`src/rtl/video_window_calc_if.sv`:
```
// Signal bundle between the video timing / aspect stage (master) and video_window_calc (slave).
interface video_window_calc_if #(
    parameter int DW = 12
);
    logic          VGA_VS;
    logic [DW-1:0] HDMI_WIDTH;
    logic [DW-1:0] HDMI_HEIGHT;
    logic [DW:0]   VIDEO_ARX;
    logic [DW:0]   VIDEO_ARY;
    logic [DW-1:0] HMIN;
    logic [DW-1:0] HMAX;
    logic [DW-1:0] VMIN;
    logic [DW-1:0] VMAX;
    logic          WIN_VALID;
    logic          BUSY;
    logic [3:0]    fsm_state;

    modport master (
        output VGA_VS, HDMI_WIDTH, HDMI_HEIGHT, VIDEO_ARX, VIDEO_ARY,
        input  HMIN, HMAX, VMIN, VMAX, WIN_VALID, BUSY, fsm_state
    );

    modport slave (
        input  VGA_VS, HDMI_WIDTH, HDMI_HEIGHT, VIDEO_ARX, VIDEO_ARY,
        output HMIN, HMAX, VMIN, VMAX, WIN_VALID, BUSY, fsm_state
    );
endinterface

```
`src/rtl/video_window_calc.sv`:
```
// Computes the centred scaler output window from aspect ratio or exact size, committed on VGA_VS rise.
// Optional: define VIDEO_WINDOW_ALIGN_EN to round W/H down to multiples of 4 and force HMIN even.
module video_window_calc #(
    parameter int DW = 12
) (
    input  logic               CLK_VIDEO,
    input  logic               RESET_N,
    video_window_calc_if.slave win
);
    localparam int CW = $clog2(2 * DW);
    localparam logic [CW-1:0] MUL_LAST = CW'(DW - 1);
    localparam logic [CW-1:0] DIV_LAST = CW'(2 * DW - 1);

    typedef enum logic [3:0] {
        S_IDLE, S_LATCH, S_MUL1, S_DIV1, S_CMP, S_MUL2, S_DIV2, S_ALIGN, S_CENTER, S_PEND
    } state_t;

`ifdef VIDEO_WINDOW_ALIGN_EN
    localparam state_t S_FINISH = S_ALIGN;
`else
    localparam state_t S_FINISH = S_CENTER;
`endif

    state_t          state;
    logic [DW-1:0]   snap_w, snap_h;
    logic [DW:0]     snap_x, snap_y;
    logic [DW-1:0]   w_r, h_r;
    logic [2*DW-1:0] acc, mcand, dvd;
    logic [DW-1:0]   mplier, divisor, rem;
    logic [CW-1:0]   cnt;
    logic [DW-1:0]   sh_hmin, sh_hmax, sh_vmin, sh_vmax;
    logic [DW-1:0]   hmin_q, hmax_q, vmin_q, vmax_q;
    logic            win_valid_q, pending, vs_q;

    function automatic logic [DW-1:0] at_least_one(input logic [DW-1:0] v);
        return (v == '0) ? DW'(1) : v;
    endfunction

`ifdef VIDEO_WINDOW_ALIGN_EN
    function automatic logic [DW-1:0] align4(input logic [DW-1:0] v);
        return (v < DW'(4)) ? DW'(4) : (v & ~DW'(3));
    endfunction
`endif

    // Mode decode works on the live inputs; they equal the snapshot being loaded in LATCH.
    logic [DW-1:0] fx, fy, w_exact, h_exact;
    logic          changed, exact_mode, ratio_zero, raster_zero;

    assign fx          = win.VIDEO_ARX[DW-1:0];
    assign fy          = win.VIDEO_ARY[DW-1:0];
    assign changed     = {win.HDMI_WIDTH, win.HDMI_HEIGHT, win.VIDEO_ARX, win.VIDEO_ARY}
                         != {snap_w, snap_h, snap_x, snap_y};
    assign exact_mode  = win.VIDEO_ARX[DW] | win.VIDEO_ARY[DW];
    assign ratio_zero  = (fx == '0) || (fy == '0);
    assign raster_zero = (win.HDMI_WIDTH == '0) || (win.HDMI_HEIGHT == '0);
    assign w_exact     = (fx == '0 || fx > win.HDMI_WIDTH)  ? win.HDMI_WIDTH  : fx;
    assign h_exact     = (fy == '0 || fy > win.HDMI_HEIGHT) ? win.HDMI_HEIGHT : fy;

    // Shared shift-add multiplier and restoring divider (2*DW-bit dividend, DW-bit divisor).
    logic [2*DW-1:0] acc_add, dvd_nxt;
    logic [DW:0]     rem_sh;
    logic [DW-1:0]   rem_diff, rem_nxt;
    logic            rem_ge;

    assign acc_add  = mplier[0] ? acc + mcand : acc;
    assign rem_sh   = {rem, dvd[2*DW-1]};
    assign rem_ge   = rem_sh >= {1'b0, divisor};
    assign rem_diff = rem_sh[DW-1:0] - divisor;
    assign rem_nxt  = rem_ge ? rem_diff : rem_sh[DW-1:0];
    assign dvd_nxt  = {dvd[2*DW-2:0], rem_ge};

    logic [DW-1:0] hmin_c, vmin_c;
`ifdef VIDEO_WINDOW_ALIGN_EN
    assign hmin_c = ((snap_w - w_r) >> 1) & ~DW'(1);
`else
    assign hmin_c = (snap_w - w_r) >> 1;
`endif
    assign vmin_c = (snap_h - h_r) >> 1;

    logic vs_rise;
    assign vs_rise = win.VGA_VS & ~vs_q;

    // Commit protocol: a finished result waits in the shadow with pending set; the first
    // VGA_VS rising edge after that copies it to the outputs. The CENTER cycle never commits.
    always_ff @(posedge CLK_VIDEO or negedge RESET_N) begin
        if (!RESET_N) begin
            state       <= S_IDLE;
            snap_w      <= '0;
            snap_h      <= '0;
            snap_x      <= '0;
            snap_y      <= '0;
            w_r         <= '0;
            h_r         <= '0;
            acc         <= '0;
            mcand       <= '0;
            dvd         <= '0;
            mplier      <= '0;
            divisor     <= '0;
            rem         <= '0;
            cnt         <= '0;
            sh_hmin     <= '0;
            sh_hmax     <= '0;
            sh_vmin     <= '0;
            sh_vmax     <= '0;
            hmin_q      <= '0;
            hmax_q      <= '0;
            vmin_q      <= '0;
            vmax_q      <= '0;
            win_valid_q <= 1'b0;
            pending     <= 1'b0;
            vs_q        <= 1'b0;
        end else begin
            vs_q <= win.VGA_VS;
            if (vs_rise && pending && state != S_CENTER) begin
                hmin_q      <= sh_hmin;
                hmax_q      <= sh_hmax;
                vmin_q      <= sh_vmin;
                vmax_q      <= sh_vmax;
                win_valid_q <= 1'b1;
                pending     <= 1'b0;
            end

            if (changed && (state inside {S_MUL1, S_DIV1, S_CMP, S_MUL2, S_DIV2, S_ALIGN, S_CENTER})) begin
                state <= S_LATCH;
            end else begin
                case (state)
                    S_IDLE: if (changed) state <= S_LATCH;
                    S_LATCH: begin
                        snap_w <= win.HDMI_WIDTH;
                        snap_h <= win.HDMI_HEIGHT;
                        snap_x <= win.VIDEO_ARX;
                        snap_y <= win.VIDEO_ARY;
                        cnt    <= '0;
                        if (raster_zero) begin
                            state <= S_IDLE;
                        end else if (exact_mode) begin
                            w_r   <= w_exact;
                            h_r   <= h_exact;
                            state <= S_FINISH;
                        end else if (ratio_zero) begin
                            w_r   <= win.HDMI_WIDTH;
                            h_r   <= win.HDMI_HEIGHT;
                            state <= S_FINISH;
                        end else begin
                            acc     <= '0;
                            mcand   <= {{DW{1'b0}}, win.HDMI_HEIGHT};
                            mplier  <= fx;
                            divisor <= fy;
                            state   <= S_MUL1;
                        end
                    end
                    S_MUL1, S_MUL2: begin
                        acc    <= acc_add;
                        mcand  <= mcand << 1;
                        mplier <= mplier >> 1;
                        cnt    <= cnt + 1'b1;
                        if (cnt == MUL_LAST) begin
                            dvd   <= acc_add;
                            rem   <= '0;
                            cnt   <= '0;
                            state <= (state == S_MUL1) ? S_DIV1 : S_DIV2;
                        end
                    end
                    S_DIV1, S_DIV2: begin
                        dvd <= dvd_nxt;
                        rem <= rem_nxt;
                        cnt <= cnt + 1'b1;
                        if (cnt == DIV_LAST) begin
                            cnt <= '0;
                            if (state == S_DIV1) begin
                                state <= S_CMP;
                            end else begin
                                h_r   <= at_least_one(dvd_nxt[DW-1:0]);
                                state <= S_FINISH;
                            end
                        end
                    end
                    S_CMP: begin
                        if (dvd <= {{DW{1'b0}}, snap_w}) begin
                            w_r   <= at_least_one(dvd[DW-1:0]);
                            h_r   <= snap_h;
                            state <= S_FINISH;
                        end else begin
                            // Height-limited by width: H = HDMI_WIDTH * ARY / ARX.
                            w_r     <= snap_w;
                            acc     <= '0;
                            mcand   <= {{DW{1'b0}}, snap_w};
                            mplier  <= snap_y[DW-1:0];
                            divisor <= snap_x[DW-1:0];
                            state   <= S_MUL2;
                        end
                    end
`ifdef VIDEO_WINDOW_ALIGN_EN
                    S_ALIGN: begin
                        w_r   <= align4(w_r);
                        h_r   <= align4(h_r);
                        state <= S_CENTER;
                    end
`endif
                    S_CENTER: begin
                        sh_hmin <= hmin_c;
                        sh_hmax <= hmin_c + w_r - 1'b1;
                        sh_vmin <= vmin_c;
                        sh_vmax <= vmin_c + h_r - 1'b1;
                        pending <= 1'b1;
                        state   <= S_PEND;
                    end
                    S_PEND:  state <= S_IDLE;
                    default: state <= S_IDLE;
                endcase
            end
        end
    end

    assign win.HMIN      = hmin_q;
    assign win.HMAX      = hmax_q;
    assign win.VMIN      = vmin_q;
    assign win.VMAX      = vmax_q;
    assign win.WIN_VALID = win_valid_q;
    assign win.BUSY      = (state != S_IDLE) && (state != S_PEND);
    assign win.fsm_state = state;
endmodule

```
`src/flat_wrapper.sv`:
```
// flat-port wrapper written by rule: the top's interface ports become plain ports
module video_window_calc_flat 
#(
    parameter int DW = 12
)
  (CLK_VIDEO, RESET_N, win_VGA_VS, win_HDMI_WIDTH, win_HDMI_HEIGHT, win_VIDEO_ARX, win_VIDEO_ARY, win_HMIN, win_HMAX, win_VMIN, win_VMAX, win_WIN_VALID, win_BUSY, win_fsm_state);
  video_window_calc_if #(.DW(DW)) win_i ();
  input  logic CLK_VIDEO;
  input  logic RESET_N;
  input wire logic [$bits(win_i.VGA_VS)-1:0] win_VGA_VS;
  input wire logic [$bits(win_i.HDMI_WIDTH)-1:0] win_HDMI_WIDTH;
  input wire logic [$bits(win_i.HDMI_HEIGHT)-1:0] win_HDMI_HEIGHT;
  input wire logic [$bits(win_i.VIDEO_ARX)-1:0] win_VIDEO_ARX;
  input wire logic [$bits(win_i.VIDEO_ARY)-1:0] win_VIDEO_ARY;
  output wire logic [$bits(win_i.HMIN)-1:0] win_HMIN;
  output wire logic [$bits(win_i.HMAX)-1:0] win_HMAX;
  output wire logic [$bits(win_i.VMIN)-1:0] win_VMIN;
  output wire logic [$bits(win_i.VMAX)-1:0] win_VMAX;
  output wire logic [$bits(win_i.WIN_VALID)-1:0] win_WIN_VALID;
  output wire logic [$bits(win_i.BUSY)-1:0] win_BUSY;
  output wire logic [$bits(win_i.fsm_state)-1:0] win_fsm_state;
  assign win_i.VGA_VS = win_VGA_VS;
  assign win_i.HDMI_WIDTH = win_HDMI_WIDTH;
  assign win_i.HDMI_HEIGHT = win_HDMI_HEIGHT;
  assign win_i.VIDEO_ARX = win_VIDEO_ARX;
  assign win_i.VIDEO_ARY = win_VIDEO_ARY;
  assign win_HMIN = win_i.HMIN;
  assign win_HMAX = win_i.HMAX;
  assign win_VMIN = win_i.VMIN;
  assign win_VMAX = win_i.VMAX;
  assign win_WIN_VALID = win_i.WIN_VALID;
  assign win_BUSY = win_i.BUSY;
  assign win_fsm_state = win_i.fsm_state;
  video_window_calc #(.DW(DW)) u_core (.CLK_VIDEO(CLK_VIDEO), .RESET_N(RESET_N), .win(win_i));
endmodule
```
`config.mk`:
```
export PLATFORM = sky130hd
export DESIGN_NAME = video_window_calc_flat
export DESIGN_NICKNAME = d
export VERILOG_FILES = /design/src/rtl/video_window_calc_if.sv /design/src/rtl/video_window_calc.sv /design/src/flat_wrapper.sv
export SDC_FILE = /design/constraint.sdc
export NUM_CORES = 1
export LEC_CHECK = 0
export BUFFER_PORTS_ARGS = -buffer_cell sky130_fd_sc_hd__buf_2
export CAP_MARGIN = 10
export CORE_MARGIN = 4
export CORE_UTILIZATION = 30
export CTS_CLUSTER_DIAMETER = 120
export DETAILED_ROUTE_END_ITERATION = 10
export PLACE_DENSITY = 0.57
export SKIP_LAST_GASP = 1
export SYNTH_ARGS = -nofsm -noshare
export SYNTH_HDL_FRONTEND = slang
export SYNTH_SLANG_ARGS = --single-unit
```
`constraint.sdc`:
```
create_clock -name CLK_VIDEO -period 4.34 [get_ports CLK_VIDEO]
set_input_delay 0.868 -clock CLK_VIDEO [delete_from_list [all_inputs] [get_ports CLK_VIDEO]]
set_output_delay 0.868 -clock CLK_VIDEO [all_outputs]
set_load 0.01 [all_outputs]
```
==> summary.md, run 1 <==
| Metric | Value |
|---|---|
| Global-route wire length before repair | 88700 um |
| Final core utilization | 34.9% |
| Drt drc | 0 |
| Full die area | 64700 um2 |
| Highest-delay cell along the critical path | or4_1 |
| Core ar. | 60200 um2 |
| Worst slew pin tran | 1.06 ns |
| Initial antenna violation count | 6 |
| TritonCTS buffer count | 36 |
| DR WL/cell | 19.6 um |
| FP Rows | 90 |
| Setup TNS | 0 ns |
| Final min period | 4.11 ns |
| Yosys top cell area share | 39.3% |
| Maximum root-to-sink buffer count | 3 |
| Detailed Routing Iterations Pass 1 | 5 |
| Final setup viols | 0 |
| Period Utilization, post-route | 94.8% |
| Leakage | 10.2 nW |
| Slew headroom | 29.2% |
| Horiz. Die Dim | 254 um |
| IO Port Bufs | 104 |
| Startpoint types | register |
| DP HPWL | 43100 um |
| Initial DRC count | 1114 |
| Post-DRT Antenna Nets | 0 |
| Ranking of synthesized cells by area | dfrtp_1, ha_1, nand2_1 |
| Final Cell Area | 21000 um2 |
| Fin. max-slew vios | 0 |
| Seq pwr share | 22.5% |
| Psw | 7.93 mW |
| CTS tree | yes |
| Cell Pwr Density | 823 nW/um2 |
| Final worst slack | 0.227 ns |
| Clk Latency, worst-skew pair | 0.55 ns |
| Vias in the first global route | 15100 |
| Crit path largest cell delay | 0.51 ns |
| Gate Count Post-Synth | 2014 |
| Fmax | 243 MHz |
| Clk sink count | 286 |
| Netlist cell types | 68 |
| Vias/cell | 5.25 |
| Total Routed Length | 57300 um |
| CP endpoint kind | register |
| Layout cell share with drive strength beyond 1 | 14.3% |
| Outcome | finished, final reports clean |
| GRT Total Usage | 17.4% |
| Syn Area/Cell | 9.04 um2 |
| Synth area leader | dfrtp_1 |
| Final hold violation count | 0 |
| Asr flop ratio synth | 100% |
| Skew final | 0.0127 ns |
| Crit path max fanout | 6 |
| Area grow syn2layout | 15.4% |
| Worst Path Required | 4.77 ns |
| Worst min path class | input port to async pin |
| RePlAce Congestion | 0.927 |
| P_int | 9.37 mW |
| I/O pin cnt | 107 |
| Critical Path AT | 4.54 ns |
| Worst Reg2Reg Path Length in Cells | 17 |
| Post-Syn Area | 18200 um2 |
| Vias | 15400 |
| Total grt overflow | 0 |
| Pin count of the biggest net entering global routing | 100 |
| Placed instance area | 19800 um2 |
| Placed instance count | 2857 |
| Worst Path Class, Setup | register to register |
| Clock power share | 16.9% |
| H-tree depth | 2 |
| Post-synth top flop | dfrtp_1 |
| Fin cells | 2926 |
| Root Driver | clkbuf_16 |
| Nets | 2308 |
| Sequential area share after synthesis | 39.3% |
| #FFs+latches synth | 286 |
| Die height | 254 um |
| Dpl ws | 0.0626 ns |
| Peak VDD IR | 0.467 mV |
| Sw Share | 45.8% |
| Synth warnings | 0 |
| Cts hold-fix bufs | 0 |
| Number of synthesized flops with an enable pin | 0 |
| Critical path cell sequence | nand2b_1 > fa_1 > a21o_1 > a21oi_2 > o21ai_0 > a21oi_1 > o21ai_1 > mux2i_1 > a2111oi_2 > buf_4 > ha_1 > inv_1 > ha_1 > or4_1 > o311ai_0 > a2111oi_0 > a21o_1 |
| Fillers | 6092 |
| Logic pwr share | 60.6% |
| Clock transition at path regs | 0.06 ns |
| Initial core utilization | 30.2% |
| Max-cap viol count | 0 |
layout by cell type (no fill, tap or decap), drive strengths merged, types with 12 or more instances in the layout:
cell type	netlist	routed
xnor2	35	35
o21ai	172	172
nand3	37	37
nor3	21	21
buf	16	154
dfrtp	286	286
inv	148	148
mux2i	47	47
o211ai	21	21
a22oi	34	34
and3	16	16
nor4	35	35
o221ai	14	14
ha	134	134
a31oi	37	37
a21o	43	43
o31ai	12	12
nor2	84	84
nor2b	22	22
a21oi	73	73
nand4	28	28
mux2	74	74
a211oi	19	19
xor2	68	68
and2	12	12
nand2	303	303
clkbuf	76	52
cells in the mapped netlist, types with 28 or more instances:
cell type  instances
inv_1            148
a31oi_1           37
ha_1             134
nor4_1            34
dfrtp_1          286
a22oi_1           34
xnor2_1           35
clkbuf_1          76
nor2_1            83
a21oi_1           72
xor2_1            68
mux2i_1           47
mux2_2            73
nand3_1           37
a21o_1            43
nand4_1           28
o21ai_0          169
nand2_1          303
through the flow:
step                total power [mW]  hold WS, ns
global placement                14.0        0.452
finish                          17.3        0.383
detailed placement              14.3        0.458
global route                    19.0        0.436
floorplan                       11.7        0.443
CTS                             17.3        0.419
what timing repair did:
action                                  CTS  global route
setup buffers                             0             1
endpoints found under the setup margin    0             2
gates resized for setup                   0             4
flip-flops by register name, indices dropped and copies added, names as in the netlist, 13 cells and up:
name,count
u_core.snap_x,13
u_core.mcand,24
u_core.snap_y,13
u_core.acc,24
u_core.dvd,24
worst paths after layout:
| path | start | endpoint | slack (ns) |
|---|---|---|---|
| max | u_core.snap_h[0] | u_core.sh_vmax[11] | 0.23 |
| min | RESET_N | u_core.win.HMIN[9] | 0.38 |
| max reg2reg | u_core.snap_h[0] | u_core.sh_vmax[11] | 0.23 |
| min reg2reg | u_core.win.WIN_VALID | u_core.win.WIN_VALID | 0.47 |
| max in group asynchronous | RESET_N | u_core.snap_w[6] | 3.07 |
| min in group CLK_VIDEO | u_core.win.WIN_VALID | u_core.win.WIN_VALID | 0.47 |
per-layer routing:
| metal | vias to the layer above | share of wire, % | track usage, % |
|---|---|---|---|
| met5 | - | 0.031 | 0 |
| met1 | 7475 | 44 | 22.6 |
| li1 | 7395 | - | - |
| met3 | 104 | 5.3 | 2.91 |
| met2 | 387 | 47 | 29.3 |
| met4 | 2 | 3.6 | 6.43 |
critical path, delay by kind of cell (launching register included):
kind / cells / cell delay [ns]
AOI/OAI and AO/OA: 9 / 1.58
adders and majority gates: 3 / 0.97
and+or+nand+nor: 2 / 0.69
DFF: 1 / 0.37
buffers and inverters: 2 / 0.24
muxes: 1 / 0.15
cell families after synthesis:
logic type,share of synthesized area [%]
other cells,0.0206
simple gates,15.5
buf+inv,5.07
compound gates,18.1
flops,39.3
fa+ha+maj,9.87
mux,7.16
xor+xnor,4.95
final cells by class:
| cell class | instances | area, um2 | share of cell area, % |
|---|---|---|---|
| antenna | 6 | 15.0 | 0.0714 |
| clock buffer | 52 | 1020 | 4.86 |
| clock inverter | 9 | 95.1 | 0.453 |
| inverter | 148 | 556 | 2.64 |
| multi-input combinational | 1489 | 10200 | 48.5 |
| sequential | 286 | 7160 | 34.1 |
| tap | 782 | 978 | 4.66 |
| timing repair buffer | 154 | 1000 | 4.76 |
power groups by stage:
stage	registers (mW)	logic [mW]	clock network [mW]
floorplan	3.64	8.03	0
global placement	3.89	10.2	0
detailed placement	3.92	10.4	0
CTS	3.88	10.4	3.00
global route	3.96	11.9	3.11
finish	3.89	10.5	2.93
(Power assumes the default switching activity.)
==> run 2, diff against run 1 <==
--- a/config.mk
+++ b/config.mk
@@ -9,9 +9,10 @@
 export CAP_MARGIN = 10
 export CORE_MARGIN = 4
 export CORE_UTILIZATION = 30
+export CTS_BUF_LIST = sky130_fd_sc_hd__clkbuf_16
 export CTS_CLUSTER_DIAMETER = 120
 export DETAILED_ROUTE_END_ITERATION = 10
-export PLACE_DENSITY = 0.57
+export GPL_TIMING_DRIVEN = 0
 export SKIP_LAST_GASP = 1
 export SYNTH_ARGS = -nofsm -noshare
 export SYNTH_HDL_FRONTEND = slang
==> run 2 against run 1 <==
- the run now ends with negative setup slack left
- hold slack lost 0.085 ns
- global-route usage grew 1.2 points
- clock-buffer cell count shrank 15
- power is 0.36% higher
- flip-flop and latch count is the same
- largest cell class unchanged
- largest power group unchanged
- highest routed layer unchanged
==> summary.md, run 2 (synthesis results as in run 1) <==
| Metric | Value |
|---|---|
| Worst Path Class, Setup | input port to register |
| Maximum root-to-sink buffer count | 3 |
| Outcome | complete, but fails checks |
| CP endpoint kind | register |
| Initial core utilization | 30.2% |
| Clk sink count | 286 |
| Cell Pwr Density | 829 nW/um2 |
| Most frequent cells in the layout | nand2_1, dfrtp_1, o21ai_0, inv_1, ha_1 |
| Slew headroom | 21.8% |
| Initial antenna violation count | 12 |
| GRT Total Usage | 18.6% |
| RSZ-0062 raised after global routing | yes |
| Final min period | 4.39 ns |
| IO Port Bufs | 104 |
| Total grt overflow | 0 |
| Seq pwr share | 22.5% |
| Final Cell Area | 20900 um2 |
| Crit path max fanout | 10 |
| Worst slew pin tran | 1.16 ns |
| Startpoint types | input port |
| Psw | 8.07 mW |
| Nets | 2352 |
| Placed instance area | 19800 um2 |
| Vias/cell | 5.33 |
| Setup TNS | -0.0486 ns |
| Detailed Routing Iterations Pass 1 | 5 |
| Horiz. Die Dim | 254 um |
| P_int | 9.30 mW |
| Fin. max-slew vios | 0 |
| Global-route wire length before repair | 94100 um |
| Vias in the first global route | 15800 |
| Skew final | 0.00787 ns |
| Root Driver | clkbuf_16 |
| Post-DRT Antenna Nets | 0 |
| Critical Path AT | 4.84 ns |
| Vias | 15800 |
| Initial DRC count | 1260 |
| TritonCTS buffer count | 35 |
| Fin cells | 2972 |
| Peak VDD IR | 0.487 mV |
| Fillers | 6188 |
| Logic pwr share | 60.9% |
| Cts hold-fix bufs | 0 |
| RePlAce Congestion | 0.967 |
| FP Rows | 90 |
| Placed instance count | 2904 |
| Dpl ws | -0.431 ns |
| Largest regs | u_core.acc (24), u_core.dvd (24), u_core.mcand (24) |
| Drt drc | 0 |
| DR WL/cell | 20.5 um |
| Worst min path class | input port to async pin |
| Sw Share | 46.5% |
| Pin count of the biggest net entering global routing | 113 |
| Worst Path Required | 4.79 ns |
| Fmax | 228 MHz |
| DP HPWL | 47300 um |
| I/O pin cnt | 107 |
| Final setup viols | 1 |
| Total Routed Length | 61000 um |
| CTS tree | yes |
| Final hold violation count | 0 |
| Final worst slack | -0.0486 ns |
| Failing checks | negative setup slack |
| Clock power share | 16.6% |
| Max-cap viol count | 0 |
| Area grow syn2layout | 15.0% |
| Most common cell after layout, fill and taps aside | nand2_1 |
| Period Utilization, post-route | 101% |
| Leakage | 10.1 nW |
| Full die area | 64700 um2 |
| Layout cell share with drive strength beyond 1 | 11.9% |
| Clk Latency, worst-skew pair | 0.54 ns |
| Die height | 254 um |
| H-tree depth | 2 |
| Core ar. | 60200 um2 |
| Clock transition at path regs | 0.06 ns |
[run 2: cell count changes in the layout (fill, tap and decap cells not counted), moves of 6 or more]
cell,delta
buf_1,+6
buf_12,-6
buf_2,+6
clkbuf_1,+65
buf_4,-38
inv_1,+6
[run 2: metrics by stage]
| step | utilization, % | power [mW] | hold WS, ns |
|---|---|---|---|
| after CTS | 34.7 | 17.4 | 0.325 |
| after detailed placement | 32.8 | 14.3 | 0.453 |
| after floorplan | - | 11.7 | 0.443 |
| after global routing | 34.7 | 19.1 | 0.348 |
| after global placement | 32.7 | 14.1 | 0.451 |
| final | 34.8 | 17.4 | 0.299 |
[run 2: power by group through the flow]
stage	registers [mW]	clock network (mW)	logic [mW]
detailed placement	3.92	0	10.4
global route	3.95	3.07	12.1
finish	3.91	2.89	10.6
CTS	3.88	2.97	10.5
floorplan	3.64	0	8.03
global placement	3.90	0	10.2
[run 2: final timing paths]
| path | from | slack [ns] | depth (start not counted) | end |
|---|---|---|---|---|
| setup / recovery | win_HDMI_HEIGHT[6] | -0.05 | 9 | u_core.w_r[0] |
| min in group CLK_VIDEO | win_VGA_VS | 0.46 | 1 | u_core.vs_q |
| setup reg to reg | u_core.snap_h[1] | 0 | 8 | u_core.w_r[0] |
| hold reg to reg | u_core.win.WIN_VALID | 0.47 | 1 | u_core.win.WIN_VALID |
| hold / removal | RESET_N | 0.30 | 1 | u_core.sh_hmin[9] |
| max in group asynchronous | RESET_N | 3.05 | 2 | u_core.acc[19] |
[run 2: what timing repair did]
item | 4_1_cts | 5_1_grt
endpoints found under the setup margin | 2 | 2
buffers inserted | 0 | 0
pin swaps | 0 | 2
resized for setup | 3 | 5
[run 2: worst max-delay path, cell delays in order]
cell and delay (ns):
buf_2 0.17, xor2_1 0.21, nor4_1 0.50, nand3_1 0.21, nor4_4 0.94, clkbuf_1 0.52, clkbuf_1 0.78, o21ai_0 0.36
o221ai_1 0.26
[run 2: final cells by class]
| type | instances | area (um2) | area share, % |
|---|---|---|---|
| antenna | 10 | 25.0 | 0.119 |
| inverter | 148 | 556 | 2.65 |
| buffer | 92 | 368 | 1.76 |
| tap | 782 | 978 | 4.67 |
| sequential | 286 | 7160 | 34.2 |
| timing repair buffer | 107 | 593 | 2.83 |
| clock inverter | 21 | 178 | 0.848 |
| multi-input combinational | 1489 | 10200 | 48.5 |
| clock buffer | 37 | 926 | 4.42 |
[run 2: metal layers]
layer / share of wire (%) / track usage, % / vias up
met1: 43 / 24.5 / 7663
met5: 0.038 / 0 / -
met3: 6.9 / 3.03 / 143
met4: 4.5 / 8.53 / 4
met2: 46 / 30.3 / 555
li1: - / - / 7475
==> run 3, diff against run 2 <==
==> constraint.sdc (replaced) <==
create_clock -name CLK_VIDEO -period 4.4 [get_ports CLK_VIDEO]
set_input_delay 0.88 -clock CLK_VIDEO [delete_from_list [all_inputs] [get_ports CLK_VIDEO]]
set_output_delay 0.88 -clock CLK_VIDEO [all_outputs]
set_load 0.01 [all_outputs]
==> run 3 against run 2 <==
- the run now ends clean
- first-iteration DRC count is essentially flat
- clock skew hardly changed
- clock power shrank 1%
- worst setup slack improved by 0.066 ns
- final cell count did not move
- via count grew 0.21%
- largest power group unchanged
==> summary.md, run 3 (synthesis results as in run 1) <==
| Metric | Value |
|---|---|
| Startpoint types | input port |
| Total grt overflow | 0 |
| Setup Fix Bufs, Post-CTS | 0 |
| Vias/cell | 5.34 |
| Pin count of the biggest net entering global routing | 113 |
| Critical path cell sequence | buf_2 > xor2_1 > nor4_1 > nand3_1 > nor4_4 > clkbuf_1 > clkbuf_1 > o21ai_0 > o221ai_1 |
| Cell Pwr Density | 818 nW/um2 |
| Area grow syn2layout | 15.0% |
| Crit path largest cell delay | 0.94 ns |
| Leakage | 10.1 nW |
| Vias in the first global route | 15800 |
| DR WL/cell | 20.6 um |
| Post-DRT Antenna Nets | 0 |
| Cts hold-fix bufs | 0 |
| Final min period | 4.38 ns |
| R2R setup slack | 0.09 ns |
| Total Routed Length | 61100 um |
| Worst min path class | input port to async pin |
| RePlAce Congestion | 0.967 |
| Highest-delay cell along the critical path | nor4_4 |
| Final setup viols | 0 |
| Critical Path Start | win_HDMI_HEIGHT[6] |
| I/O pin cnt | 107 |
| Final core utilization | 34.8% |
| Critical Path AT | 4.84 ns |
| Largest regs | u_core.acc (24), u_core.dvd (24), u_core.mcand (24) |
| Fmax | 228 MHz |
| Initial core utilization | 30.2% |
| FF-to-FF End | u_core.w_r[0] |
| Slew headroom | 23.4% |
| Period Utilization, post-route | 99.6% |
| Initial DRC count | 1261 |
| Skew final | 0.00781 ns |
| IO Port Bufs | 104 |
| Most common cell after layout, fill and taps aside | nand2_1 |
| Clock transition at path regs | 0.06 ns |
| Worst Setup EP | u_core.w_r[0] |
| Layout cell share with drive strength beyond 1 | 11.9% |
| Worst slew pin tran | 1.14 ns |
| Vias | 15900 |
| Outcome | finished, final reports clean |
| Cell mode on critical path | clkbuf_1 |
| Root Driver | clkbuf_16 |
| Placed instance area | 19800 um2 |
| Peak VDD IR | 0.480 mV |
| Initial antenna violation count | 12 |
| Worst r2r src | u_core.snap_h[1] |
| Nets | 2352 |
| CP endpoint kind | register |
| TritonCTS buffer count | 35 |
| Clk Latency, worst-skew pair | 0.54 ns |
| Final hold violation count | 0 |
| Worst Path Class, Setup | input port to register |
| RSZ-0062 raised after global routing | no |
| Worst Path Required | 4.85 ns |
| Drt drc | 0 |
| Clk sink count | 286 |
| Max-cap viol count | 0 |
| CTS tree | yes |
| Most frequent cells in the layout | nand2_1, dfrtp_1, o21ai_0, inv_1, ha_1 |
| Power after layout | 17.1 mW |
| Horiz. Die Dim | 254 um |
| Die height | 254 um |
| Worst hold slack | 0.311 ns |
| Crit path max fanout | 10 |
| Fillers | 6188 |
| Final Cell Area | 20900 um2 |
| Detailed Routing Iterations Pass 1 | 5 |
| Maximum root-to-sink buffer count | 3 |
| Global-route wire length before repair | 94100 um |
| Core ar. | 60200 um2 |
| H-tree depth | 2 |
| Full die area | 64700 um2 |
| GRT Total Usage | 18.6% |
| Worst Reg2Reg Path Length in Cells | 8 |
| DP HPWL | 47300 um |
| Fin. max-slew vios | 0 |
| FP Rows | 90 |
==> run 3: timing repair <==
action,in CTS,in global routing
setup endpoints to repair,1,2
resized for setup,2,6
cloned,0,0
pin swaps,0,1
==> run 3: stage by stage <==
| stage | setup TNS [ns] | cells | worst slack, ns |
|---|---|---|---|
| after floorplan | 0 | 2015 | 0.396 |
| after global placement | -847.72 | 2901 | -2.99 |
| after detailed placement | -8.90 | 2904 | -0.383 |
| after CTS | 0 | 2962 | 0.00318 |
| final | 0 | 2972 | 0.0175 |
| after global routing | 0 | 2966 | 0.00397 |
==> run 3: metal layers <==
layer	part of all wire, %	GRT usage, %	vias up
met2	46	30.3	557
met1	43	24.5	7685
li1	-	-	7473
met3	6.3	3.03	155
met4	4.5	8.53	4
met5	0.038	0	-
==> run 3: worst max-delay path: cells and delay by family <==
| family | cells | cell delay [ns] |
|---|---|---|
| AO/OA/AOI/OAI | 2 | 0.60 |
| AND/OR/NAND/NOR | 3 | 1.65 |
| XOR/XNOR | 1 | 0.21 |
| buffers and inverters | 3 | 1.47 |
==> run 3: worst min-delay path by stage <==
stage	endpoint	from	slack (ns)
after detailed placement	u_core.win.WIN_VALID	u_core.win.WIN_VALID	0.45
after global routing	u_core.sh_hmin[9]	RESET_N	0.36
after global placement	u_core.win.WIN_VALID	u_core.win.WIN_VALID	0.45
after CTS	u_core.win.WIN_VALID	RESET_N	0.34
after floorplan	u_core.sh_hmin[10]	u_core.sh_hmin[10]	0.44
final	u_core.sh_hmin[9]	RESET_N	0.31
==> run 3: power breakdown <==
part           internal [mW]  switching, mW  total, mW
Sequential              3.18          0.669       3.85
Combinational           4.30           6.13       10.4
Clock                   1.69           1.17       2.85
Total                   9.18           7.96       17.1
==> run 3: area by class of cell <==
cell class | count | area (um2) | area share [%]
buffer | 92 | 368 | 1.76
timing repair buffer | 107 | 593 | 2.83
tap | 782 | 978 | 4.67
clock inverter | 21 | 178 | 0.848
multi-input combinational | 1489 | 10200 | 48.5
inverter | 148 | 556 | 2.65
antenna | 10 | 25.0 | 0.119
clock buffer | 37 | 926 | 4.42
sequential | 286 | 7160 | 34.2
